[config.mk]
export PLATFORM = sky130hd
export DESIGN_NAME = reaction_timer_flat
export DESIGN_NICKNAME = d
export VERILOG_FILES = /design/src/rtl/reaction_timer_if.sv /design/src/rtl/reaction_timer.sv /design/src/flat_wrapper.sv
export SDC_FILE = /design/constraint.sdc
export NUM_CORES = 1
export LEC_CHECK = 0
export CAP_MARGIN = 15
export CORE_MARGIN = 2
export CORE_UTILIZATION = 40
export DETAILED_ROUTE_END_ITERATION = 12
export PLACE_DENSITY = 0.64
export SLEW_MARGIN = 20
export SYNTH_ARGS = -nofsm -noshare
export SYNTH_HDL_FRONTEND = slang
export SYNTH_SLANG_ARGS = --single-unit
[constraint.sdc]
create_clock -name clk -period 5.2 [get_ports clk]
set_input_delay 0.52 -clock clk [delete_from_list [all_inputs] [get_ports clk]]
set_output_delay 0.52 -clock clk [all_outputs]
set_load 0.05 [all_outputs]
[src/rtl/reaction_timer_if.sv]
`timescale 1ns/1ps
// Handshake/result bundle between game control, the LFSR generator and reaction_timer.
interface reaction_timer_if;
  logic        start;
  logic        btn;
  logic [7:0]  rnd_value;
  logic        rnd_rdy;
  logic        rnd_req;
  logic        go_led;
  logic        busy;
  logic [13:0] time_ms;
  logic        result_valid;
  logic        false_start;

  modport master (
    output start, btn, rnd_value, rnd_rdy,
    input  rnd_req, go_led, busy, time_ms, result_valid, false_start
  );

  modport slave (
    input  start, btn, rnd_value, rnd_rdy,
    output rnd_req, go_led, busy, time_ms, result_valid, false_start
  );
endinterface

[src/rtl/reaction_timer.sv]
`timescale 1ns/1ps
// Reaction-time game round: fetch a fresh random value, wait a random pre-delay,
// light GO and measure the player's reaction in ms, with false-start and timeout detection.
module reaction_timer #(
  parameter int CLK_PER_MS   = 50000,
  parameter int MIN_DELAY_MS = 1000,
  parameter int DELAY_SHIFT  = 3,
  parameter int MAX_TIME_MS  = 9999
) (
  input  logic           clk,
  input  logic           rst,
  reaction_timer_if.slave bus
);
  localparam int PW = (CLK_PER_MS > 1) ? $clog2(CLK_PER_MS) : 1;
  localparam int DW = $clog2(MIN_DELAY_MS + (255 << DELAY_SHIFT) + 1);
  localparam int TW = 14;
  localparam logic [PW-1:0] PRESC_LAST = PW'(CLK_PER_MS - 1);
  localparam logic [TW-1:0] TIME_MAX   = TW'(MAX_TIME_MS);
  localparam logic [TW-1:0] TIME_LAST  = TW'(MAX_TIME_MS - 1);

  typedef enum logic [2:0] {
    IDLE, REQ_RND, WAIT_DELAY, GO, RESULT, FALSE_START
  } state_t;

  state_t        state_reg, state_next;
  logic          btn_reg, rdy_reg, req_reg;
  logic [PW-1:0] presc_reg;
  logic [DW-1:0] delay_reg;
  logic [TW-1:0] react_reg, time_reg;
  logic          tick, btn_rise, accept, entering_timed;
  logic          rnd_req, go_led, busy, result_valid, false_start;

  assign tick     = (presc_reg == PRESC_LAST);
  assign btn_rise = bus.btn & ~btn_reg;
  // Only a fresh rdy edge seen after the request has been up for a full cycle counts.
  assign accept   = (state_reg == REQ_RND) && req_reg && bus.rnd_rdy && !rdy_reg;
  assign entering_timed = (state_next != state_reg) &&
                          ((state_next == WAIT_DELAY) || (state_next == GO));

  always_ff @(posedge clk or posedge rst) begin
    if (rst) state_reg <= IDLE;
    else     state_reg <= state_next;
  end

  always_comb begin
    state_next = state_reg;
    case (state_reg)
      IDLE, RESULT, FALSE_START: if (bus.start) state_next = REQ_RND;
      REQ_RND:    if (accept) state_next = WAIT_DELAY;
      WAIT_DELAY: begin
        if (btn_rise)                          state_next = FALSE_START;
        else if (tick && (delay_reg <= DW'(1))) state_next = GO;
      end
      GO: if (btn_rise || (tick && (react_reg >= TIME_LAST))) state_next = RESULT;
      default: state_next = IDLE;
    endcase
  end

  always_comb begin
    rnd_req      = 1'b0;
    go_led       = 1'b0;
    busy         = 1'b0;
    result_valid = 1'b0;
    false_start  = 1'b0;
    case (state_reg)
      REQ_RND:     begin rnd_req = 1'b1; busy = 1'b1; end
      WAIT_DELAY:  busy = 1'b1;
      GO:          begin go_led = 1'b1; busy = 1'b1; end
      RESULT:      result_valid = 1'b1;
      FALSE_START: false_start = 1'b1;
      default:     ;
    endcase
  end

  always_ff @(posedge clk or posedge rst) begin
    if (rst) begin
      btn_reg   <= 1'b0;
      rdy_reg   <= 1'b0;
      req_reg   <= 1'b0;
      presc_reg <= '0;
      delay_reg <= '0;
      react_reg <= '0;
      time_reg  <= '0;
    end else begin
      btn_reg <= bus.btn;
      rdy_reg <= bus.rnd_rdy;
      req_reg <= rnd_req;

      if (entering_timed || tick) presc_reg <= '0;
      else                        presc_reg <= presc_reg + PW'(1);

      if (accept)
        delay_reg <= DW'(MIN_DELAY_MS) + (DW'(bus.rnd_value) << DELAY_SHIFT);
      else if ((state_reg == WAIT_DELAY) && tick && (delay_reg != '0))
        delay_reg <= delay_reg - DW'(1);

      if (state_reg != GO)                     react_reg <= '0;
      else if (tick && (react_reg < TIME_MAX)) react_reg <= react_reg + TW'(1);

      // Result is captured from the pre-increment counter, so a press on a tick reports the completed ms.
      if ((state_reg != REQ_RND) && (state_next == REQ_RND))
        time_reg <= '0;
      else if ((state_reg == WAIT_DELAY) && (state_next == FALSE_START))
        time_reg <= '0;
      else if ((state_reg == GO) && (state_next == RESULT))
        time_reg <= btn_rise ? react_reg : TIME_MAX;
    end
  end

  assign bus.rnd_req      = rnd_req;
  assign bus.go_led       = go_led;
  assign bus.busy         = busy;
  assign bus.time_ms      = time_reg;
  assign bus.result_valid = result_valid;
  assign bus.false_start  = false_start;
endmodule
[src/flat_wrapper.sv]
// flat-port wrapper written by rule: the top's interface ports become plain ports
module reaction_timer_flat 
#(
  parameter int CLK_PER_MS   = 50000,
  parameter int MIN_DELAY_MS = 1000,
  parameter int DELAY_SHIFT  = 3,
  parameter int MAX_TIME_MS  = 9999
)
  (clk, rst, bus_start, bus_btn, bus_rnd_value, bus_rnd_rdy, bus_rnd_req, bus_go_led, bus_busy, bus_time_ms, bus_result_valid, bus_false_start);
  reaction_timer_if bus_i ();
  input  logic clk;
  input  logic rst;
  input wire logic [$bits(bus_i.start)-1:0] bus_start;
  input wire logic [$bits(bus_i.btn)-1:0] bus_btn;
  input wire logic [$bits(bus_i.rnd_value)-1:0] bus_rnd_value;
  input wire logic [$bits(bus_i.rnd_rdy)-1:0] bus_rnd_rdy;
  output wire logic [$bits(bus_i.rnd_req)-1:0] bus_rnd_req;
  output wire logic [$bits(bus_i.go_led)-1:0] bus_go_led;
  output wire logic [$bits(bus_i.busy)-1:0] bus_busy;
  output wire logic [$bits(bus_i.time_ms)-1:0] bus_time_ms;
  output wire logic [$bits(bus_i.result_valid)-1:0] bus_result_valid;
  output wire logic [$bits(bus_i.false_start)-1:0] bus_false_start;
  assign bus_i.start = bus_start;
  assign bus_i.btn = bus_btn;
  assign bus_i.rnd_value = bus_rnd_value;
  assign bus_i.rnd_rdy = bus_rnd_rdy;
  assign bus_rnd_req = bus_i.rnd_req;
  assign bus_go_led = bus_i.go_led;
  assign bus_busy = bus_i.busy;
  assign bus_time_ms = bus_i.time_ms;
  assign bus_result_valid = bus_i.result_valid;
  assign bus_false_start = bus_i.false_start;
  reaction_timer #(.CLK_PER_MS(CLK_PER_MS), .MIN_DELAY_MS(MIN_DELAY_MS), .DELAY_SHIFT(DELAY_SHIFT), .MAX_TIME_MS(MAX_TIME_MS)) u_core (.clk(clk), .rst(rst), .bus(bus_i));
endmodule
Word level (Yosys, flattened, before mapping):

Index checks and enable logic that the tools add are counted.

* bits in latches: 0
* bits in read-only memories: 0
* output and inout bits: 19
* word-level logic and storage cells: 74
* memory bits (writable): 0
* flip-flop bits (word level): 62
* memories kept: 0
* bits of input ports: 13

* bitwise gates (word level): 2
* reductions and logical operators: 23
* eq/ne operators: 14
* div/mod/pow operators: 0
* multiply operators: 0
* add/subtract/negate cells: 4
* shift operators: 0
* magnitude comparators: 3
* muxes and demuxes: 20

Operators by type and width (number)
* $mux 14: 6
* $mux 12: 2
* $add 16x1->16 const B: 1
* $eq 16x16->1 const B: 1
* $mux 16: 1
* $mux 3: 5
* $add 14x1->14 const B: 1
* $ge 14x14->1 const B: 1
* $lt 14x14->1 const B: 1
* $add 10x11->12 const A: 1
* $eq 3x2->1 const B: 4
* $eq 3x3->1 const B: 4
* $le 12x1->1 const B: 1
* $logic_and 1x1->1: 12
* $pmux 3 s4: 1
* $reduce_bool 12->1: 1
* $sub 12x1->12 const B: 1
* $eq 3x1->1 const B: 2
* $reduce_or 3->1: 2
* $mux 1: 5
* $reduce_bool 2->1: 2
* $logic_not 3->1: 1
* $logic_or 1x1->1: 3
* $ne 3x1->1 const B: 1
* 6 further kinds: 6

Logic depth before layout (Yosys ltp):

Gate-level depths: netlist of run 1.

* depth after elaboration: 11
* mapped depth: 10
* mapped depth without buffers: 8

Least setup slack after synthesis of run 1:

No wires, ideal clock.

* path kind: register -> register
* start: reg u_core.state_reg[2]
* end: reg u_core.presc_reg[14]
* cell stages (with the launch flop): 9
* path slack: 2247 ps
* arrival time: 2830 ps
* period minus slack after synthesis: 2953 ps
* cell sequence: dfrtp_1 -> buf_2 -> nor3b_1 -> and2_1 -> clkbuf_1 -> a31oi_1 -> nor2_2 -> buf_2 -> nor3_1

* word-level cells in the longest chain between the ends: 11

RTL lines
* from (decl): RTL line reaction_timer.sv:25 `state_t state_reg, state_next;`
* from (signal assigned): RTL line reaction_timer.sv:42 `else state_reg <= state_next;`
* $eq 3x1->1: RTL line reaction_timer.sv:36, reaction_timer.sv:47
* $logic_and 1x1->1 (3 in a row): RTL line reaction_timer.sv:36 `assign accept = (state_reg == REQ_RND) && req_reg && bus.rnd_rdy && !rdy_reg;`
* $mux 3: RTL line reaction_timer.sv:49 `REQ_RND: if (accept) state_next = WAIT_DELAY;`
* $pmux 3 s4: RTL line reaction_timer.sv:47 `case (state_reg)`
* $eq 3x2->1: RTL line reaction_timer.sv:38 `((state_next == WAIT_DELAY) || (state_next == GO));`
* $logic_or 1x1->1: RTL line reaction_timer.sv:38
* $logic_and 1x1->1 (*): RTL line reaction_timer.sv:37 `assign entering_timed = (state_next != state_reg) &&`
* $logic_or 1x1->1 (*): RTL line reaction_timer.sv:89 `if (entering_timed || tick) presc_reg <= '0;`
* $mux 16 (*): RTL line reaction_timer.sv:89
* to (signal assigned): RTL line reaction_timer.sv:90 `else presc_reg <= presc_reg + PW'(1);`
* to (decl): RTL line reaction_timer.sv:27 `logic [PW-1:0] presc_reg;`

Every way passes the cells marked *; elsewhere a longest branch is shown, timed or not.
A chain may end at the register's enable or synchronous reset.

Worst setup path in the final report of run 1:

* start: reg u_core.state_reg[2]
* end: out bus_go_led

* word-level cells in the longest chain between the ends: 2

RTL lines
* $eq 3x2->1: RTL line reaction_timer.sv:65 `case (state_reg)`
* $mux 1: RTL line reaction_timer.sv:65
* to (decl): RTL line flat_wrapper.sv:18 `output wire logic [$bits(bus_i.go_led)-1:0] bus_go_led;`

No other way between the ends.

==> results.yml, run 1 <==
worst_setup_path:
  cp-start-kind: "flip-flop"
  critPathCaptureType: "output pin"
  cp.arrival_ns: 2.36
  worstPathRequired_ns: 4.68
  crit_fanout: 28
  worstRegToRegCells: 7
  worstSetupPathType: "flip-flop to output pin"
clocking:
  clk_pin_slew_ns: 0.07
  cts_hold_buf: 0
  cts_buffer_depth: 2
  cts_made_buffers: 9
  cts_tree: "built"
  clk_root_buffer_cell: "clkbuf_8"
  cts.repair.resized: 0
  cts.sinks: 62
  clk_latency_ns: 0.34
  cts.htree.levels: 3
  cts_setup_buffers: 0
floorplan:
  rows: 33
  die_area_um2: 9290
  die_y_um: 96.4
  io_pins: 32
  die_x_um: 96.4
  start_util_pct: 41.4
  core_area_um2: 8260
yosys:
  yosys-top-cells-area: "dfrtp_1, xnor2_1, nor2_1, nand2_1, xor2_1"
  yosysSeqAreaShare_pct: 45.4
  synth_nets: 366
  syn_area_um2: 3420
  ys_seq_elements: 62
  synth_edf_count: 0
  ys_types: 53
  synth_flop_cell: "dfrtp_1"
  synth_top_area_share_pct: 45.4
  post-synth-top-area-cell: "dfrtp_1"
  avgSynthCellArea_um2: 9.87
  yosys_warnings: 0
  async_flop_share_pct: 100
  synthCells: 346
global_route:
  antenna_found_initial: 0
  grt_use_total_pct: 16.3
  gr-total-overflow: 0
  grt_first_pass_wirelength_mm: 11.6
  grt_max_degree: 63
  grt_pass1_vias: 2508
detailed_routing:
  dr.pass1.iters: 4
  vias: 2594
  wl_mm: 6.81
  vias_per_cell: 5.34
  wl_per_cell_um: 14.0
  drcViolationCount: 0
  drt_iter0_markers: 101
  detail-route-antenna-nets: 0
power:
  powerDensity_nw_per_um2: 392
  p_leak_nw: 1.62
  peakVddDrop_v: 0.000153
timing:
  fin_setup_tns_ns: 0
  maxSlewViolCount: 0
  max_slew_margin_pct: 48.5
  layout_min_cycle_time_ns: 2.88
  setup_violations: 0
  rsz0062_at_grt: "false"
  finalClockSkew_ns: 0.00735
  whs_ns: 0.478
  fmax_mhz: 347
  period_share_pct: 55.3
  hold_violations: 0
  tightest_slew_ns: 0.773
min_path:
  min_path_type: "flip-flop to flip-flop"
  holdPathStages: 1
placed_design:
  port_buffers: 31
  place.gp.congestion: 0.803
  placed_cells: 470
  dp_hpwl_mm: 4.74
run_status:
  status: "complete, no violations"
layout:
  num_antenna_cells: 0
  fill_cells: 790
  drive_gt1_share_pct: 9.19
  syn2layout_area_growth_pct: 16.4
  nets: 396
  final_cells: 486
  largest_reg_flops: 16
  finalCoreUtilization_pct: 48.1
flow_run:
  maxCapViolations: 0
==> stage by stage <==
stage                     area [um2]  worst slack, ns  power (mW)
final                           3980             2.32        1.56
after floorplan                 3420             2.25        1.04
after global placement          3780             2.35        1.14
after CTS                       3980             2.31        1.57
after detailed placement        3780             2.27        1.15
after global routing            3980             2.21        1.66
==> routing by layer <==
layer	up-vias	global-route usage [%]	part of all wire (%)
met5	-	0	0
met4	0	6.69	2.0
met3	11	4.03	3.4
met2	43	25.5	47
met1	1257	21.5	48
li1	1283	-	-
==> cell usage in the layout, fill, tap and decap left out, drive strengths merged, types with 9 or more instances in the layout <==
master / n
nand2: 28
clkbuf: 10
clkdlybuf4s50: 31
o21ai: 10
inv: 10
a21o: 9
nor3: 16
nor2: 43
nor4: 12
xnor2: 28
nand3: 12
xor2: 12
a21oi: 15
dfrtp: 62
==> synth_stat cells (2+ instances only) <==
| master | instances |
|---|---|
| nand2b_1 | 5 |
| and2_1 | 3 |
| xnor2_1 | 28 |
| a31oi_1 | 2 |
| and3_1 | 3 |
| or2_2 | 2 |
| o211ai_1 | 4 |
| dfrtp_1 | 62 |
| nor3_1 | 15 |
| nor4b_2 | 3 |
| and4bb_1 | 2 |
| buf_2 | 4 |
| a21oi_1 | 15 |
| a22o_1 | 7 |
| and4_1 | 2 |
| nand4_1 | 7 |
| ha_1 | 7 |
| a21o_1 | 9 |
| clkbuf_1 | 6 |
| nor2b_1 | 3 |
| nor2_1 | 42 |
| or3_1 | 7 |
| nand2_1 | 28 |
| o21ai_0 | 6 |
| nor4_1 | 8 |
| inv_1 | 10 |
| nand3_1 | 11 |
| nor4_2 | 3 |
| xor2_1 | 12 |
| buf_6 | 4 |
| o21ai_1 | 4 |
==> power by group <==
group / internal (mW) / leakage (nW) / switching, mW
Clock: 0.220 / 0.0883 / 0.193
Sequential: 0.561 / 0.828 / 0.103
Combinational: 0.189 / 0.706 / 0.291
Total: 0.970 / 1.62 / 0.587
==> layout make-up <==
cell class                 count  area (um2)  area share [%]
clock buffer                  10         128            3.21
sequential                    62        1550            39.0
timing repair buffer          33         325            8.18
multi-input combinational    260        1740            43.8
inverter                      10        37.5           0.944
tap                          105         131            3.31
clock inverter                 6        62.6            1.57
==> worst paths after layout <==
check,start,end,slack [ns]
worst min register to register,u_core.bus.time_ms[3]$_DFFE_PP0P_,u_core.bus.time_ms[3]$_DFFE_PP0P_,0.48
min in group asynchronous,rst,u_core.react_reg[11]$_DFFE_PP0P_,0.71
worst min-delay path,u_core.bus.time_ms[3]$_DFFE_PP0P_,u_core.bus.time_ms[3]$_DFFE_PP0P_,0.48
worst max register to register,u_core.presc_reg[0]$_DFF_PP0_,u_core.delay_reg[7]$_DFFE_PP0P_,2.42
worst max-delay path,u_core.state_reg[2]$_DFF_PP0_,bus_go_led,2.32
max in group asynchronous,rst,u_core.bus.time_ms[1]$_DFFE_PP0P_,3.97
==> kinds of logic after synthesis <==
family          synth area share (%)
simple gates                    25.4
flops                           45.4
compound gates                  12.7
xor+xnor                        10.3
buf+inv                         3.66
fa+ha+maj                       2.56
==> worst max-delay path: stages (launching register included) <==
cell	delay, ns
dfrtp_1	0.49
and2b_1	0.34
nand2_1	0.07
buf_4	0.23
inv_1	0.08
clkdlybuf4s50_1	0.79
Note: power is estimated with default switching activity, not from simulation.
==> inputs of run 2 (changes only) <==
Clock period 5.2 ns to 2.9 ns, I/O delays scaled along.
==> run 2 against run 1 <==
  * Combinational power is 83% higher
  * Die area stayed put
  * Total power rose by 90%
  * Clock-buffer cell count down 1
  * Sequential power increased by 79%
  * Non-clock buffer count grew 4
  * Critical path depth is 2 higher
  * Final cell count grew 0.82%
  * Clock power is 120% higher
  * Flip-flop and latch count unchanged
  * Critical endpoint is now u_core.presc_reg[10]$_DFF_PP0_
  * Largest power group unchanged
==> results.yml, run 2 (synthesis results as in run 1) <==
worst_setup_path:
  critPathCaptureType: "flip-flop"
  r2r_end: "u_core.presc_reg[10]$_DFF_PP0_"
  worstPathRequired_ns: 3.12
  worstRegToRegCells: 7
  timing.rr.start: "u_core.presc_reg[0]$_DFF_PP0_"
  crit_fanout: 16
  worstSetupPathType: "flip-flop to flip-flop"
  r2r_slack_ns: 0.26
  cp.arrival_ns: 2.86
  cp-start-kind: "flip-flop"
  cp-endpoint: "u_core.presc_reg[10]$_DFF_PP0_"
  cp-startpoint: "u_core.presc_reg[0]$_DFF_PP0_"
global_route:
  antenna_found_initial: 0
  grt_use_total_pct: 17.0
  grt_first_pass_wirelength_mm: 12.3
  grt_max_degree: 36
  gr-total-overflow: 0
  grt_pass1_vias: 2555
power:
  peakVddDrop_v: 0.000359
  p_leak_nw: 1.68
  powerDensity_nw_per_um2: 729
placed_design:
  placed_area_um2: 3830
  dp_hpwl_mm: 4.92
  place.gp.congestion: 0.844
  port_buffers: 31
layout:
  nets: 400
  largest_reg_flops: 16
  fill_cells: 766
  final_cell_mix: "dfrtp_1, nor2_1, clkdlybuf4s50_1, nand2_1, xnor2_1"
  num_antenna_cells: 0
  drive_gt1_share_pct: 10.9
  syn2layout_area_growth_pct: 18.8
  final_common_cell: "dfrtp_1"
  stdcell_area_um2: 4060
timing:
  maxSlewViolCount: 0
  tightest_slew_ns: 0.639
  max_slew_margin_pct: 57.3
  finalClockSkew_ns: 0.0128
  setup_violations: 0
  layout_min_cycle_time_ns: 2.64
  period_share_pct: 91.0
  fin_setup_tns_ns: 0
  fmax_mhz: 379
  hold_violations: 0
  rsz0062_at_grt: "false"
clocking:
  cts_buffer_depth: 2
  cts_setup_buffers: 0
  cts_made_buffers: 9
  clk_latency_ns: 0.36
  clk_root_buffer_cell: "clkbuf_8"
  clk_pin_slew_ns: 0.09
  cts.repair.resized: 0
  cts_hold_buf: 0
  cts_tree: "built"
  cts.sinks: 62
  cts.htree.levels: 3
run_status:
  status: "complete, no violations"
floorplan:
  io_pins: 32
  die_x_um: 96.4
  die_y_um: 96.4
  rows: 33
  start_util_pct: 41.4
  core_area_um2: 8260
  die_area_um2: 9290
detailed_routing:
  drt_iter0_markers: 101
  dr.pass1.iters: 4
  wl_mm: 7.10
  drcViolationCount: 0
  vias: 2620
  vias_per_cell: 5.35
  wl_per_cell_um: 14.5
  detail-route-antenna-nets: 0
flow_run:
  maxCapViolations: 0
min_path:
  min_path_type: "input port to asynchronous set/reset pin"
==> run 2: changes by cell type in the layout (fill, tap and decap cells not counted) <==
| cell | delta |
|---|---|
| nor3b_1 | -1 |
| clkinv_2 | -2 |
| clkbuf_1 | -1 |
| clkinv_4 | +1 |
| nor3b_2 | +1 |
| buf_12 | +1 |
| bufinv_16 | +1 |
| buf_4 | +4 |
| clkdlybuf4s50_1 | -1 |
| clkinvlp_4 | -2 |
| inv_6 | +2 |
| inv_8 | +1 |
==> run 2: power by group <==
| part | switching (mW) | leakage [nW] | internal [mW] |
|---|---|---|---|
| Combinational | 0.526 | 0.736 | 0.352 |
| Sequential | 0.180 | 0.828 | 1.01 |
| Clock | 0.399 | 0.112 | 0.497 |
==> run 2: through the flow <==
stage	hold slack, ns	std cells	worst slack [ns]	power [mW]	util, %
6_report	0.317	490	0.261	2.96	49.2
4_1_cts	0.339	490	0.206	2.98	49.2
3_3_place_gp	0.458	474	0.332	2.06	46.4
3_5_place_dp	0.465	474	0.218	2.08	46.4
2_1_floorplan	0.321	346	0.533	1.86	-
5_1_grt	0.378	490	0.0684	3.14	49.2
==> run 2: layer usage <==
metal / up-vias / GRT usage (%) / part of all wire (%)
li1: 1298 / - / -
met1: 1270 / 22.0 / 48
met2: 41 / 27.2 / 47
met3: 11 / 3.72 / 3.3
met4: 0 / 7.86 / 2.0
met5: - / 0 / 0
==> run 2: worst max-delay path, cell delays in order (launching register included) <==
cell and delay [ns]:
dfrtp_1 0.40, ha_1 0.24, and3_1 0.24, and4_1 0.54
nor3_1 0.11, o32a_1 0.35, nor2_2 0.50, nor2_1 0.11
==> run 2: cell type report <==
| class | instances | area, um2 | share of cell area, % |
|---|---|---|---|
| inverters | 10 | 37.5 | 0.925 |
| clock buffers | 9 | 124 | 3.05 |
| well taps | 105 | 131 | 3.24 |
| multi-input cells | 260 | 1740 | 43.0 |
| repair buffers | 37 | 365 | 9.00 |
| flip-flops and latches | 62 | 1550 | 38.2 |
| clock inverters | 7 | 105 | 2.59 |
==> run 2: how the worst min path moves through the flow <==
stage	from	end	cells after the start
floorplan	bus_btn	u_core.btn_reg$_DFF_PP0_	0
global placement	u_core.bus.time_ms[9]$_DFFE_PP0P_	u_core.bus.time_ms[9]$_DFFE_PP0P_	1
global route	rst	u_core.react_reg[4]$_DFFE_PP0P_	2
finish	rst	u_core.react_reg[4]$_DFFE_PP0P_	2
detailed placement	u_core.bus.time_ms[0]$_DFFE_PP0P_	u_core.bus.time_ms[0]$_DFFE_PP0P_	1
CTS	rst	u_core.react_reg[13]$_DFFE_PP0P_	2
==> inputs of run 3 (changes only) <==
Settings changed: CORE_MARGIN 2 to 1.
==> run 3 against run 2 <==
  * Clock power shrank 14%
  * Non-clock buffer count is the same
  * Largest cell class unchanged
  * Global-route usage grew 0.56 points
  * Setup slack gained 0.069 ns
  * Final area shrank 0.68%
  * Critical path depth is the same
  * Die area shrank 4.1%
  * Maximum frequency grew 2.7%
  * Routed wire length shrank 3.4%
  * Clock-buffer cell count is the same
  * Critical path type unchanged
  * Final cell count is the same
==> results.yml, run 3 (synthesis results as in run 1) <==
power:
  p_clk_share_pct: 27.1
  p_sw_mw: 1.08
  seqPwrFrac_pct: 41.8
  sw_frac_of_total_pct: 38.2
  peakVddDrop_v: 0.000289
  powerDensity_nw_per_um2: 705
  intPower_mw: 1.76
  share_comb_of_total_power_pct: 31.1
  total_power_mw: 2.84
  p_leak_nw: 1.66
clocking:
  clk_pin_slew_ns: 0.08
  cts_buffer_depth: 2
  cts_tree: "built"
  cts.htree.levels: 3
  clk_root_buffer_cell: "clkbuf_8"
  cts_made_buffers: 9
  clk_latency_ns: 0.35
  cts.sinks: 62
layout:
  stdcell_area_um2: 4030
  final_common_cell: "dfrtp_1"
  finalCoreUtilization_pct: 48.8
  syn2layout_area_growth_pct: 18.0
  multi_input_area_um2: 1750
  fill_cells: 778
  nets: 400
  num_antenna_cells: 0
  final_cell_mix: "dfrtp_1, nor2_1, clkdlybuf4s50_1, nand2_1, xnor2_1"
  largest_reg_flops: 16
  regArea_um2: 1550
  final_cells: 490
  drive_gt1_share_pct: 10.9
worst_setup_path:
  crit_fanout: 14
  critPathCaptureType: "flip-flop"
  cp-start-kind: "flip-flop"
  timing.rr.start: "u_core.presc_reg[0]$_DFF_PP0_"
  worstSetupPathType: "flip-flop to flip-flop"
  worstPathRequired_ns: 3.13
  cp-startpoint: "u_core.presc_reg[0]$_DFF_PP0_"
  cp.arrival_ns: 2.80
timing:
  finalClockSkew_ns: 0.0111
  tightest_slew_ns: 0.652
  setup_violations: 0
  maxSlewViolCount: 0
  fmax_mhz: 389
  fin_setup_tns_ns: 0
  whs_ns: 0.356
  layout_min_cycle_time_ns: 2.57
  max_slew_margin_pct: 56.5
  hold_violations: 0
  rsz0062_at_grt: "false"
  postLayoutSetupSlackWorst_ns: 0.330
  period_share_pct: 88.6
detailed_routing:
  detail-route-antenna-nets: 0
  vias_per_cell: 5.34
  wl_per_cell_um: 14.0
  wl_mm: 6.86
  vias: 2615
  dr.pass1.iters: 4
  drcViolationCount: 0
  drt_iter0_markers: 85
global_route:
  grt_pass1_vias: 2582
  grt_max_degree: 34
  grt_first_pass_wirelength_mm: 12.0
  gr-total-overflow: 0
  grt_use_total_pct: 17.6
  antenna_found_initial: 0
placed_design:
  placed_area_um2: 3830
  port_buffers: 31
  dp_hpwl_mm: 4.82
  placed_cells: 474
  place_ws_ns: 0.271
  place.gp.congestion: 0.766
run_status:
  status: "complete, no violations"
floorplan:
  die_y_um: 94.4
  io_pins: 32
  core_area_um2: 8260
  start_util_pct: 41.4
  die_x_um: 94.4
  rows: 33
  die_area_um2: 8910
flow_run:
  maxCapViolations: 0
min_path:
  min_path_type: "input port to asynchronous set/reset pin"
## run 3: cell types whose count changed in the layout (fill, tap and decap cells not counted)
cell | before | now
clkinvlp_4 | 1 | 2
clkinv_2 | 0 | 2
nor2_2 | 1 | 0
nor2_4 | 0 | 1
inv_8 | 1 | 0
bufinv_16 | 2 | 1
inv_6 | 2 | 1
## run 3: layout make-up
| cell class | count | area share (%) |
|---|---|---|
| Timing Repair Buffer | 37 | 9.06 |
| Tap cell | 105 | 3.26 |
| Multi-Input combinational cell | 260 | 43.4 |
| Clock inverter | 7 | 1.80 |
| Sequential cell | 62 | 38.5 |
| Inverter | 10 | 0.931 |
| Clock buffer | 9 | 3.07 |
## run 3: repair_timing
| item | CTS | global route |
|---|---|---|
| buffers inserted | 0 | 0 |
| hold buffers | 0 | 0 |
| endpoints found under the setup margin | 0 | 5 |
| gates resized for setup | 0 | 1 |
| endpoints found under the hold margin | 0 | 0 |
## run 3: worst paths after layout
| path | endpoint | slack, ns | cells after the start |
|---|---|---|---|
| worst max-delay path | u_core.bus.time_ms[12]$_DFFE_PP0P_ | 0.33 | 7 |
| worst max register to register | u_core.bus.time_ms[12]$_DFFE_PP0P_ | 0.33 | 7 |
| worst min register to register | u_core.bus.time_ms[9]$_DFFE_PP0P_ | 0.48 | 1 |
| max in group asynchronous | u_core.state_reg[1]$_DFF_PP0_ | 1.94 | 3 |
| min in group clk | u_core.rdy_reg$_DFF_PP0_ | 0.41 | 1 |
| worst min-delay path | u_core.delay_reg[2]$_DFFE_PP0P_ | 0.36 | 2 |
## run 3: per-layer routing
layer | track usage [%] | part of all wire [%] | vias to the layer above | wire (um)
met1 | 21.4 | 46 | 1274 | 3180
met2 | 29.4 | 49 | 41 | 3340
li1 | - | - | 1288 | -
met4 | 8.21 | 1.8 | 0 | 124
met3 | 3.95 | 3.0 | 12 | 206
met5 | 0 | 0 | - | 0
## run 3: power by group through the flow
stage          logic [mW]  registers, mW  clock network [mW]
3_5_place_dp        0.888           1.20                   0
4_1_cts             0.890           1.18               0.790
5_1_grt             0.990           1.21               0.833
2_1_floorplan       0.736           1.13                   0
6_report            0.885           1.19               0.771
3_3_place_gp        0.877           1.19                   0
## run 3: critical path: stages, from the launching register on
cell and delay (ns):
dfrtp_1 0.39, ha_1 0.23, and3_1 0.24, and4_1 0.52
a31oi_4 0.19, a2111oi_4 0.36, a2bb2oi_2 0.23, a22o_1 0.28
